[config.mk]
export PLATFORM = sky130hd
export DESIGN_NAME = mm_pe_sequencer_flat
export DESIGN_NICKNAME = d
export VERILOG_FILES = /design/src/rtl/mm_pe_sequencer_if.sv /design/src/rtl/mm_pe_sequencer.sv /design/src/flat_wrapper.sv
export SDC_FILE = /design/constraint.sdc
export NUM_CORES = 1
export LEC_CHECK = 0
export ABC_CLOCK_PERIOD_IN_PS = 2600
export BUFFER_PORTS_ARGS = -buffer_cell sky130_fd_sc_hd__buf_2
export CAP_MARGIN = 30
export CELL_PAD_IN_SITES_DETAIL_PLACEMENT = 0
export CELL_PAD_IN_SITES_GLOBAL_PLACEMENT = 1
export CORE_ASPECT_RATIO = 0.8
export CORE_UTILIZATION = 33
export CTS_CLUSTER_SIZE = 40
export DETAILED_ROUTE_END_ITERATION = 8
export HOLD_SLACK_MARGIN = 0.1
export PLACE_DENSITY = 0.87
export SYNTH_ARGS = -nofsm -noshare
export SYNTH_HDL_FRONTEND = slang
export SYNTH_SLANG_ARGS = --single-unit
[constraint.sdc]
create_clock -name clk -period 2.6 [get_ports clk]
set_clock_uncertainty 0.15 [all_clocks]
set_input_delay 0.52 -clock clk [delete_from_list [all_inputs] [get_ports clk]]
set_output_delay 0.52 -clock clk [all_outputs]
set_load 0.05 [all_outputs]
[src/rtl/mm_pe_sequencer_if.sv]
// -----------------------------------------------------------------------------
// mm_pe_sequencer_if
// Groups every non-clock, non-reset signal of the matrix-product sequencer.
//   Command / status : go, cfg_m, cfg_n, cfg_k, busy, done
//   A / B memories   : a_rd_en, a_addr, a_rdata, b_rd_en, b_addr, b_rdata
//   PE               : pe_valid_in, pe_start, pe_last, pe_a, pe_b, pe_c,
//                      pe_output_valid
//   C memory         : c_we, c_addr, c_wdata
// Modports:
//   slave  - the sequencer's view (drives reads, PE strobes, C writes)
//   master - the surrounding system's view (host, memories, PE)
// -----------------------------------------------------------------------------
interface mm_pe_sequencer_if #(
  parameter int DATA_WIDTH = 32,
  parameter int ACC_WIDTH  = 64,
  parameter int DIM_WIDTH  = 8,
  parameter int ADDR_WIDTH = 16
);
  logic                  go;
  logic [DIM_WIDTH-1:0]  cfg_m;
  logic [DIM_WIDTH-1:0]  cfg_n;
  logic [DIM_WIDTH-1:0]  cfg_k;
  logic                  busy;
  logic                  done;

  logic                  a_rd_en;
  logic [ADDR_WIDTH-1:0] a_addr;
  logic [DATA_WIDTH-1:0] a_rdata;
  logic                  b_rd_en;
  logic [ADDR_WIDTH-1:0] b_addr;
  logic [DATA_WIDTH-1:0] b_rdata;

  logic                  pe_valid_in;
  logic                  pe_start;
  logic                  pe_last;
  logic [DATA_WIDTH-1:0] pe_a;
  logic [DATA_WIDTH-1:0] pe_b;
  logic [ACC_WIDTH-1:0]  pe_c;
  logic                  pe_output_valid;

  logic                  c_we;
  logic [ADDR_WIDTH-1:0] c_addr;
  logic [ACC_WIDTH-1:0]  c_wdata;

  modport slave (
    input  go, cfg_m, cfg_n, cfg_k,
    output busy, done,
    output a_rd_en, a_addr, b_rd_en, b_addr,
    input  a_rdata, b_rdata,
    output pe_valid_in, pe_start, pe_last, pe_a, pe_b,
    input  pe_c, pe_output_valid,
    output c_we, c_addr, c_wdata
  );

  modport master (
    output go, cfg_m, cfg_n, cfg_k,
    input  busy, done,
    input  a_rd_en, a_addr, b_rd_en, b_addr,
    output a_rdata, b_rdata,
    input  pe_valid_in, pe_start, pe_last, pe_a, pe_b,
    output pe_c, pe_output_valid,
    input  c_we, c_addr, c_wdata
  );
endinterface

[src/rtl/mm_pe_sequencer.sv]
// -----------------------------------------------------------------------------
// mm_pe_sequencer
// Runs one matrix product C = A*B (A is MxK, B is KxN) on a single three-stage
// multiply-accumulate PE. One A/B read pair is issued per cycle in i/j/k order
// (k innermost) with no bubbles; the read data goes straight to the PE and the
// PE results go straight to the C memory in row-major order.
// Ports:
//   clk    - clock
//   clr_n  - asynchronous active-low reset (shared with the PE)
//   bus    - mm_pe_sequencer_if.slave: go/cfg/busy/done, A/B read ports,
//            PE strobes and operands, C write port
// -----------------------------------------------------------------------------
module mm_pe_sequencer #(
  parameter int DATA_WIDTH = 32,
  parameter int ACC_WIDTH  = 64,
  parameter int DIM_WIDTH  = 8,
  parameter int ADDR_WIDTH = 16
) (
  input  logic             clk,
  input  logic             clr_n,
  mm_pe_sequencer_if.slave bus
);

  typedef enum logic [1:0] {
    S_IDLE  = 2'd0,
    S_RUN   = 2'd1,
    S_DRAIN = 2'd2,
    S_DONE  = 2'd3
  } state_t;

  localparam logic [DIM_WIDTH-1:0]  DIM_ONE  = DIM_WIDTH'(1);
  localparam logic [ADDR_WIDTH-1:0] ADDR_ONE = ADDR_WIDTH'(1);

  state_t                r_state;
  state_t                w_state_next;

  logic [DIM_WIDTH-1:0]  r_cfg_m;
  logic [DIM_WIDTH-1:0]  r_cfg_n;
  logic [DIM_WIDTH-1:0]  r_cfg_k;
  logic [DIM_WIDTH-1:0]  r_i;
  logic [DIM_WIDTH-1:0]  r_j;
  logic [DIM_WIDTH-1:0]  r_k;
  logic [ADDR_WIDTH-1:0] r_row_base;
  logic [ADDR_WIDTH-1:0] r_a_addr;
  logic [ADDR_WIDTH-1:0] r_b_addr;
  logic [ADDR_WIDTH-1:0] r_c_addr;

  // Bit n of each pipe is the tag delayed n+1 cycles after its issue.
  logic [2:0]            r_valid_pipe;
  logic [2:0]            r_first_pipe;
  logic                  r_last_d1;
  // Dot products whose final read has issued but whose result has not yet
  // come back from the PE.
  logic [3:0]            r_pending;

  logic                  w_go_accept;
  logic                  w_issue;
  logic                  w_cfg_zero;
  logic                  w_k_wrap;
  logic                  w_j_wrap;
  logic                  w_i_wrap;
  logic                  w_final_issue;
  logic                  w_first;
  logic                  w_pend_inc;
  logic                  w_pend_dec;
  logic [DATA_WIDTH-1:0] w_a_data;
  logic [DATA_WIDTH-1:0] w_b_data;
  logic [ACC_WIDTH-1:0]  w_c_data;

  assign w_cfg_zero    = (bus.cfg_m == '0) || (bus.cfg_n == '0) || (bus.cfg_k == '0);
  assign w_k_wrap      = (r_k == r_cfg_k - DIM_ONE);
  assign w_j_wrap      = (r_j == r_cfg_n - DIM_ONE);
  assign w_i_wrap      = (r_i == r_cfg_m - DIM_ONE);
  assign w_final_issue = w_k_wrap && w_j_wrap && w_i_wrap;
  assign w_first       = (r_k == '0);
  assign w_pend_inc    = w_issue && w_k_wrap;
  assign w_pend_dec    = bus.pe_output_valid;

  // ---------------------------------------------------------------------------
  // FSM
  // ---------------------------------------------------------------------------
  always_ff @(posedge clk or negedge clr_n) begin
    if (!clr_n) begin
      r_state <= S_IDLE;
    end else begin
      r_state <= w_state_next;
    end
  end

  always_comb begin
    w_state_next = r_state;
    w_go_accept  = 1'b0;
    w_issue      = 1'b0;
    unique case (r_state)
      S_IDLE: begin
        if (bus.go) begin
          w_go_accept  = 1'b1;
          w_state_next = w_cfg_zero ? S_DONE : S_RUN;
        end
      end
      S_RUN: begin
        w_issue = 1'b1;
        if (w_final_issue) begin
          w_state_next = S_DRAIN;
        end
      end
      S_DRAIN: begin
        // Only the last outstanding result completes the job.
        if (w_pend_dec && (r_pending == 4'd1)) begin
          w_state_next = S_DONE;
        end
      end
      S_DONE: begin
        w_state_next = S_IDLE;
      end
      default: begin
        w_state_next = S_IDLE;
      end
    endcase
  end

  assign bus.busy = (r_state != S_IDLE);
  assign bus.done = (r_state == S_DONE);

  // ---------------------------------------------------------------------------
  // Index counters and adder-only address generation
  // ---------------------------------------------------------------------------
  always_ff @(posedge clk or negedge clr_n) begin
    if (!clr_n) begin
      r_cfg_m    <= '0;
      r_cfg_n    <= '0;
      r_cfg_k    <= '0;
      r_i        <= '0;
      r_j        <= '0;
      r_k        <= '0;
      r_row_base <= '0;
      r_a_addr   <= '0;
      r_b_addr   <= '0;
    end else if (w_go_accept) begin
      r_cfg_m    <= bus.cfg_m;
      r_cfg_n    <= bus.cfg_n;
      r_cfg_k    <= bus.cfg_k;
      r_i        <= '0;
      r_j        <= '0;
      r_k        <= '0;
      r_row_base <= '0;
      r_a_addr   <= '0;
      r_b_addr   <= '0;
    end else if (w_issue) begin
      if (!w_k_wrap) begin
        r_k      <= r_k + DIM_ONE;
        r_a_addr <= r_a_addr + ADDR_ONE;
        r_b_addr <= r_b_addr + ADDR_WIDTH'(r_cfg_n);
      end else begin
        r_k <= '0;
        if (!w_j_wrap) begin
          // Next column of B, same row of A.
          r_j      <= r_j + DIM_ONE;
          r_a_addr <= r_row_base;
          r_b_addr <= ADDR_WIDTH'(r_j) + ADDR_ONE;
        end else begin
          // Next row of A, back to column 0 of B.
          r_j        <= '0;
          r_i        <= r_i + DIM_ONE;
          r_row_base <= r_row_base + ADDR_WIDTH'(r_cfg_k);
          r_a_addr   <= r_row_base + ADDR_WIDTH'(r_cfg_k);
          r_b_addr   <= '0;
        end
      end
    end
  end

  assign bus.a_rd_en = w_issue;
  assign bus.b_rd_en = w_issue;
  assign bus.a_addr  = r_a_addr;
  assign bus.b_addr  = r_b_addr;

  // ---------------------------------------------------------------------------
  // Tag pipes. Tags are gated by the issue strobe when they enter, so a tag bit
  // can only be set where its slot is valid.
  // ---------------------------------------------------------------------------
  always_ff @(posedge clk or negedge clr_n) begin
    if (!clr_n) begin
      r_valid_pipe <= '0;
      r_first_pipe <= '0;
      r_last_d1    <= 1'b0;
    end else begin
      r_valid_pipe <= {r_valid_pipe[1:0], w_issue};
      r_first_pipe <= {r_first_pipe[1:0], w_issue && w_first};
      r_last_d1    <= w_issue && w_k_wrap;
    end
  end

  // valid_in/last go with the operands; start lines up two cycles later, when
  // the first product of a dot product sits in the PE's accumulate stage.
  assign bus.pe_valid_in = r_valid_pipe[0];
  assign bus.pe_last     = r_last_d1;
  assign bus.pe_start    = r_first_pipe[2] && r_valid_pipe[2];

  assign w_a_data   = bus.a_rdata;
  assign w_b_data   = bus.b_rdata;
  assign bus.pe_a   = w_a_data;
  assign bus.pe_b   = w_b_data;

  // ---------------------------------------------------------------------------
  // Outstanding-result tracking and result write port
  // ---------------------------------------------------------------------------
  always_ff @(posedge clk or negedge clr_n) begin
    if (!clr_n) begin
      r_pending <= '0;
    end else if (w_pend_inc && !w_pend_dec) begin
      r_pending <= r_pending + 4'd1;
    end else if (!w_pend_inc && w_pend_dec && (r_pending != '0)) begin
      r_pending <= r_pending - 4'd1;
    end
  end

  always_ff @(posedge clk or negedge clr_n) begin
    if (!clr_n) begin
      r_c_addr <= '0;
    end else if (w_go_accept) begin
      r_c_addr <= '0;
    end else if (bus.pe_output_valid) begin
      r_c_addr <= r_c_addr + ADDR_ONE;
    end
  end

  assign w_c_data    = bus.pe_c;
  assign bus.c_we    = bus.pe_output_valid;
  assign bus.c_addr  = r_c_addr;
  assign bus.c_wdata = w_c_data;

endmodule

[src/flat_wrapper.sv]
// flat-port wrapper written by rule: the top's interface ports become plain ports
module mm_pe_sequencer_flat 
#(
  parameter int DATA_WIDTH = 32,
  parameter int ACC_WIDTH  = 64,
  parameter int DIM_WIDTH  = 8,
  parameter int ADDR_WIDTH = 16
)
  (clk, clr_n, bus_go, bus_cfg_m, bus_cfg_n, bus_cfg_k, bus_busy, bus_done, bus_a_rd_en, bus_a_addr, bus_b_rd_en, bus_b_addr, bus_a_rdata, bus_b_rdata, bus_pe_valid_in, bus_pe_start, bus_pe_last, bus_pe_a, bus_pe_b, bus_pe_c, bus_pe_output_valid, bus_c_we, bus_c_addr, bus_c_wdata);
  mm_pe_sequencer_if #(.DATA_WIDTH(DATA_WIDTH), .ACC_WIDTH(ACC_WIDTH), .DIM_WIDTH(DIM_WIDTH), .ADDR_WIDTH(ADDR_WIDTH)) bus_i ();
  input  logic clk;
  input  logic clr_n;
  input wire logic [$bits(bus_i.go)-1:0] bus_go;
  input wire logic [$bits(bus_i.cfg_m)-1:0] bus_cfg_m;
  input wire logic [$bits(bus_i.cfg_n)-1:0] bus_cfg_n;
  input wire logic [$bits(bus_i.cfg_k)-1:0] bus_cfg_k;
  output wire logic [$bits(bus_i.busy)-1:0] bus_busy;
  output wire logic [$bits(bus_i.done)-1:0] bus_done;
  output wire logic [$bits(bus_i.a_rd_en)-1:0] bus_a_rd_en;
  output wire logic [$bits(bus_i.a_addr)-1:0] bus_a_addr;
  output wire logic [$bits(bus_i.b_rd_en)-1:0] bus_b_rd_en;
  output wire logic [$bits(bus_i.b_addr)-1:0] bus_b_addr;
  input wire logic [$bits(bus_i.a_rdata)-1:0] bus_a_rdata;
  input wire logic [$bits(bus_i.b_rdata)-1:0] bus_b_rdata;
  output wire logic [$bits(bus_i.pe_valid_in)-1:0] bus_pe_valid_in;
  output wire logic [$bits(bus_i.pe_start)-1:0] bus_pe_start;
  output wire logic [$bits(bus_i.pe_last)-1:0] bus_pe_last;
  output wire logic [$bits(bus_i.pe_a)-1:0] bus_pe_a;
  output wire logic [$bits(bus_i.pe_b)-1:0] bus_pe_b;
  input wire logic [$bits(bus_i.pe_c)-1:0] bus_pe_c;
  input wire logic [$bits(bus_i.pe_output_valid)-1:0] bus_pe_output_valid;
  output wire logic [$bits(bus_i.c_we)-1:0] bus_c_we;
  output wire logic [$bits(bus_i.c_addr)-1:0] bus_c_addr;
  output wire logic [$bits(bus_i.c_wdata)-1:0] bus_c_wdata;
  assign bus_i.go = bus_go;
  assign bus_i.cfg_m = bus_cfg_m;
  assign bus_i.cfg_n = bus_cfg_n;
  assign bus_i.cfg_k = bus_cfg_k;
  assign bus_busy = bus_i.busy;
  assign bus_done = bus_i.done;
  assign bus_a_rd_en = bus_i.a_rd_en;
  assign bus_a_addr = bus_i.a_addr;
  assign bus_b_rd_en = bus_i.b_rd_en;
  assign bus_b_addr = bus_i.b_addr;
  assign bus_i.a_rdata = bus_a_rdata;
  assign bus_i.b_rdata = bus_b_rdata;
  assign bus_pe_valid_in = bus_i.pe_valid_in;
  assign bus_pe_start = bus_i.pe_start;
  assign bus_pe_last = bus_i.pe_last;
  assign bus_pe_a = bus_i.pe_a;
  assign bus_pe_b = bus_i.pe_b;
  assign bus_i.pe_c = bus_pe_c;
  assign bus_i.pe_output_valid = bus_pe_output_valid;
  assign bus_c_we = bus_i.c_we;
  assign bus_c_addr = bus_i.c_addr;
  assign bus_c_wdata = bus_i.c_wdata;
  mm_pe_sequencer #(.DATA_WIDTH(DATA_WIDTH), .ACC_WIDTH(ACC_WIDTH), .DIM_WIDTH(DIM_WIDTH), .ADDR_WIDTH(ADDR_WIDTH)) u_core (.clk(clk), .clr_n(clr_n), .bus(bus_i));
endmodule
-- Word-level counts from Yosys, hierarchy flattened
Cells that the tools add are included.
- $add $sub $neg: 13
- $mul: 0
- div/mod/pow operators: 0
- magnitude comparators: 0
- equal/unequal tests: 10
- shifts and indexed selects: 0
- multiplexer cells: 34
- bitwise logic cells: 0
- reductions and logical operators: 28
- operators with widths (cell ; count):
    two-way mux 16 bit ; 13
    two-way mux 8 bit ; 11
    adder 16 x 1 -> 16 bit (second input constant) ; 2
    adder 16 x 8 -> 16 bit ; 2
    logical NOT 8 bit ; 4
    adder 8 x 1 -> 8 bit (second input constant) ; 3
    equality test 8 bit ; 3
    subtractor 8 x 1 -> 8 bit (second input constant) ; 3
    nonzero test 2 bit ; 6
    adder 8 x 1 -> 9 bit (second input constant) ; 1
    logical AND 1 bit ; 9
    two-way mux 2 bit ; 4
    two-way mux 4 bit ; 2
    one-hot mux 2 bit (4 select lines) ; 1
    AND reduction 3 bit ; 2
    adder 4 x 1 -> 4 bit (second input constant) ; 1
    equality test 2 bit (second input constant) ; 2
    equality test 4 x 1 -> 1 bit (second input constant) ; 1
    != test 2 x 1 -> 1 bit (second input constant) ; 2
    nonzero test 4 bit ; 1
    subtractor 4 x 1 -> 4 bit (second input constant) ; 1
    two-way mux 1 bit ; 3
    equality test 2 x 1 -> 1 bit (second input constant) ; 1
    logical NOT 1 bit ; 2
    4 further kinds ; 5
- register bits: 125
- latch bits: 0
- bits in writable memories: 0
- ROM bits: 0
- bits of input ports: 156
- output and inout port bits: 184
- logic and storage cells: 100
- memories: 0

-- Depth between registers and ports, before layout
- depth in word-level cells: 8
- mapped depth: 11
- mapped depth without buffers: 10

-- Worst setup path before layout
OpenSTA, ideal clock, no wires.
- path type: reg-to-reg
- from: register u_core.r_cfg_n[0]
- to: register u_core.r_a_addr[6] (netlist: u_core.bus.a_addr[6])
- setup time: 0.126 ns
- data arrival time: 2.540 ns
- required time: 2.324 ns
- setup slack: -0.216 ns
- stages on the path, launching flop included: 12
- buffers on the path: 2
- clock period less this slack: 2.816 ns
- path through: dfrtp_1 inv_1 ha_1 nor2b_1 or3_1 a31o_1 nor4_2 buf_4 buf_4 mux2i_1 nor2_1 a221o_1
- word-level cells in the longest chain between the ends: 6
- ends and longest elaborated chain (item ; line ; text):
    from (decl) ; mm_pe_sequencer.sv:38 ; logic [DIM_WIDTH-1:0] r_cfg_n;
    from (signal assigned) ; mm_pe_sequencer.sv:141 ; r_cfg_n <= bus.cfg_n;
    subtractor 8 x 1 -> 8 bit ; mm_pe_sequencer.sv:72 ; assign w_j_wrap = (r_j == r_cfg_n - DIM_ONE);
    equality test 8 bit ; mm_pe_sequencer.sv:72 ;
    two-way mux 16 bit ; mm_pe_sequencer.sv:156 ; if (!w_j_wrap) begin
    two-way mux 16 bit ; mm_pe_sequencer.sv:150 ; if (!w_k_wrap) begin
    two-way mux 16 bit ; mm_pe_sequencer.sv:149 ; end else if (w_issue) begin
    two-way mux 16 bit ; mm_pe_sequencer.sv:139 ; end else if (w_go_accept) begin
    to (signal assigned) ; mm_pe_sequencer.sv:152 ; r_a_addr <= r_a_addr + ADDR_ONE;
    to (signal assigned) ; mm_pe_sequencer.sv:159 ; r_a_addr <= r_row_base;
    to (signal assigned) ; mm_pe_sequencer.sv:166 ; r_a_addr <= r_row_base + ADDR_WIDTH'(r_cfg_k);
    to (decl) ; mm_pe_sequencer.sv:44 ; logic [ADDR_WIDTH-1:0] r_a_addr;
No other way between the ends. The select of a mux whose other input is x is not followed.
A chain may end at the register's enable or synchronous reset.

-- Worst setup path in the final report
- from: register u_core.r_cfg_n[1]
- to: register u_core.r_row_base[12]
- word-level cells in the longest chain between the ends: 6
- ends and longest elaborated chain (item ; line ; text):
    subtractor 8 x 1 -> 8 bit ; mm_pe_sequencer.sv:72 ;
    equality test 8 bit ; mm_pe_sequencer.sv:72 ;
    two-way mux 16 bit (4 in series) ; -- ;
    to (signal assigned) ; mm_pe_sequencer.sv:165 ; r_row_base <= r_row_base + ADDR_WIDTH'(r_cfg_k);
    to (decl) ; mm_pe_sequencer.sv:43 ; logic [ADDR_WIDTH-1:0] r_row_base;
No other way between the ends. The select of a mux whose other input is x is not followed.

==> impl_metrics.yaml <==
placed_design:
  gp_congestion: 0.8637
  placed_cell_area_mm2: 0.009220
  io_buffers: 83
  dp_hpwl_um: 17100
  pre_cts_slack_ns: -0.1262
sta:
  tightestPinTransition_ns: 0.5054
  hold_viol: 0
  fin_ws_ns: -0.1080
  max_freq_mhz: 369.3
  whs_ns: 0.1449
  final_max_slew_viol_count: 0
  fin_crit_ns: 2.708
  finalSetupViolCount: 39
  rsz0062_at_grt: "yes"
  relSlewSlack_pct: 65.99
  period_share_pct: 104.2
layout:
  layout.nets: 1231
  fin_area_mm2: 0.01046
  nFillCells: 2556
  final_layout_size_suffix_gt1_share_pct: 27.83
  seq_area_mm2: 0.003131
  multiInputGateArea_mm2: 0.004783
  syn_to_final_growth_pct: 18.84
  n_antenna_cell: 0
critical_path:
  critical_path_buf_inv_count: 3
  crit_slowest_cell: "or4_4"
  worst_ep_required_time_ns: 2.81
  reg2reg_slack_ns: -0.11
  cp.arrival_ns: 2.91
  worstPathCellList: "inv_2 > ha_4 > nor2b_4 > or3_1 > a31o_1 > nor4_4 > buf_4 > buf_12 > nand3_2 > or4_4 > a21oi_2"
  worstSetupEndpointType: "register"
  worstPathMaxFanout: 6
  critPathTopFamily: "simple AND/OR/NAND/NOR gates"
  cpPeakStageDelay_ns: 0.45
  crit_type: "register to register"
  critPathLaunchType: "register"
pwr:
  p_leak_nw: 4.862
  finalPower_w: 0.01112
  irDropWorstVdd_mv: 0.5186
  power.density_mw_per_mm2: 1064
global_route:
  grt_max_degree: 64
  grt_antenna_before_repair: 0
  grt_use_total_pct: 17.56
  grt-ovfl-total: 0
  grt_pass1_wl_um: 37430
  grt_pass1_vias: 6831
detailed_routing:
  num_vias: 7320
  wl_per_cell_um: 17.33
  first_iter_violations: 626
  drc: 0
  finalWirelength_um: 24430
  routed.top_layer: "met4"
  wl_met1_um: 11770
  vias_per_cell: 5.191
  wl_met2_um: 10710
  ant_nets: 0
  first_pass_iters: 7
  met3WireLength_um: 1496
synth:
  syn_inst: 1004
  synthMuxAreaShare_pct: 1.949
  synth_xor_area_share_pct: 7.965
  synth-seq-cells: 125
  syn_avg_cell_area_um2: 8.762
  yosysTopAreaCellShare_pct: 35.56
  yosys-top-cells-area: "dfrtp_1 (36%), buf_4 (11%), nand2_1 (5.6%)"
  synth_edf_count: 0
  synthArstFlopShare_pct: 100.0
  synth_top_cell_by_area: "dfrtp_1"
  synth_fp_nets: 1195
  synthSimpleGateAreaFrac_pct: 21.38
  ys_types: 77
  yosys_warnings: 0
  synth_fa_ha_area_share_pct: 5.149
  synth_compound_area_share_pct: 13.51
  synth_flop_cell: "dfrtp_1"
  synth_top_family_by_area: "simple AND/OR/NAND/NOR gates"
  yosysSeqAreaShare_pct: 35.56
  netlist_area_mm2: 0.008797
cts:
  cts-htree-levels: 4
  cts_tree: "built"
  ctsLongestPathBuffers: 2
  numCtsBuffers: 17
  root_buffer: "clkbuf_16"
  clock-sinks: 125
  path_clk_slew_ns: 0.06
  insertion_delay_ns: 0.43
floorplan:
  die_y_um: 148.0
  coreArea_mm2: 0.02626
  pin_count: 340
  start_util_pct: 33.50
  die-width_um: 184.5
  rows: 53
  die-area_mm2: 0.02732
run_status:
  violations: "setup timing"
  status: "finished with violations"
min_path:
  min_path_type: "primary input to register"
run:
  drv_cap: 0
logic make-up after synthesis:
family                   after synthesis
buffers and inverters                199
XOR/XNOR                              80
multiplexers                          17
adder cells (fa/ha/maj)               35
AND/OR/NAND/NOR                      373
flip-flops                           125
AO/OA/AOI/OAI                        175
tightest hold or removal path, cell delays in order:
cell and delay, ns:
buf_2 0.08, nand2_1 0.04, nand2_1 0.04
Yosys cell counts (7+ instances only):
cell	n
a211oi_1	9
a21o_1	15
a21oi_1	34
a221o_1	7
and2_1	11
and3_1	10
buf_4	133
clkbuf_1	20
dfrtp_1	125
ha_1	33
inv_1	33
mux2i_1	16
nand2_1	131
nand2b_1	7
nand3_1	34
nand4_1	17
nor2_1	67
nor2b_1	7
nor3_1	18
nor4_1	15
o21ai_0	47
o31ai_1	8
or3_1	16
or4_1	8
xnor2_1	36
xor2_1	44
sequential cells by signal, indices dropped and copies added (netlist names):
name / flops
u_core.bus.a_addr: 16
u_core.bus.b_addr: 16
u_core.bus.c_addr: 16
u_core.r_row_base: 16
u_core.r_cfg_k: 8
u_core.r_cfg_m: 8
u_core.r_cfg_n: 8
u_core.r_i: 8
u_core.r_j: 8
u_core.r_k: 8
u_core.r_pending: 4
u_core.r_first_pipe: 3
u_core.r_valid_pipe: 3
u_core.r_state: 2
u_core.bus.pe_last: 1
cell usage in the layout, fill, tap and decap left out, types with 10 or more instances in the layout:
cell type and count:
nand3_1 29, nor4_1 13, dfrtp_1 123, and3_1 10, clkbuf_16 20, xor2_1 44
nand2_1 127, a21o_1 15, buf_4 79, buf_2 82, inv_1 29, or3_1 16
a21oi_1 30, ha_1 29, nor2_1 65, o21ai_0 35, mux2i_1 15, nor3_1 17
nand4_1 17, xnor2_1 30
final timing paths:
check,startpoint,to,depth (start not counted)
max,u_core.r_cfg_n[1],u_core.r_row_base[12],11
min,bus_cfg_n[2],u_core.r_cfg_n[2],3
max reg2reg,u_core.r_cfg_n[1],u_core.r_row_base[12],11
min reg2reg,u_core.r_first_pipe[1],u_core.r_first_pipe[2],0
max in group asynchronous,clr_n,u_core.r_row_base[15],3
min in group asynchronous,clr_n,u_core.bus.b_addr[11],3
timing repair:
action / in CTS / in global routing
pin swaps: 3 / 39
gates cloned: 0 / 4
gates resized for setup: 11 / 82
hold buffers: 1 / 0
buffers inserted: 4 / 13
hold endpoints to repair: 125 / 0
endpoints found under the setup margin: 37 / 71
report_power, final:
group	internal [W]	leakage, nW	switching, W
sequential	0.00236	1.66	0.000450
combinational	0.00233	2.90	0.00343
clock	0.00161	0.297	0.000942
total	0.00630	4.86	0.00482
per-layer routing:
| layer | vias up | track usage (%) |
|---|---|---|
| li1 | 3438 | - |
| met1 | 3617 | 25.06 |
| met2 | 233 | 25.57 |
| met3 | 32 | 4.607 |
| met4 | 0 | 5.625 |
| met5 | - | 0 |
cell type report:
type,count,share of cell area (%)
Timing Repair Buffer,182,12.90
Tap cell,357,4.272
Sequential cell,125,29.94
Clock buffer,18,4.105
Clock inverter,14,1.843
Inverter,33,1.185
Multi-Input combinational cell,681,45.75
per-stage QoR:
step,TNS (ns),cells,utilization [%]
finish,-2.045,1410,39.81
global route,-8.740,1410,39.81
CTS,-0.7965,1395,37.84
detailed placement,-1.008,1358,35.11
global placement,-1.209,1357,35.07
floorplan,0,1004,-
Note: power is estimated with default switching activity, not from simulation.
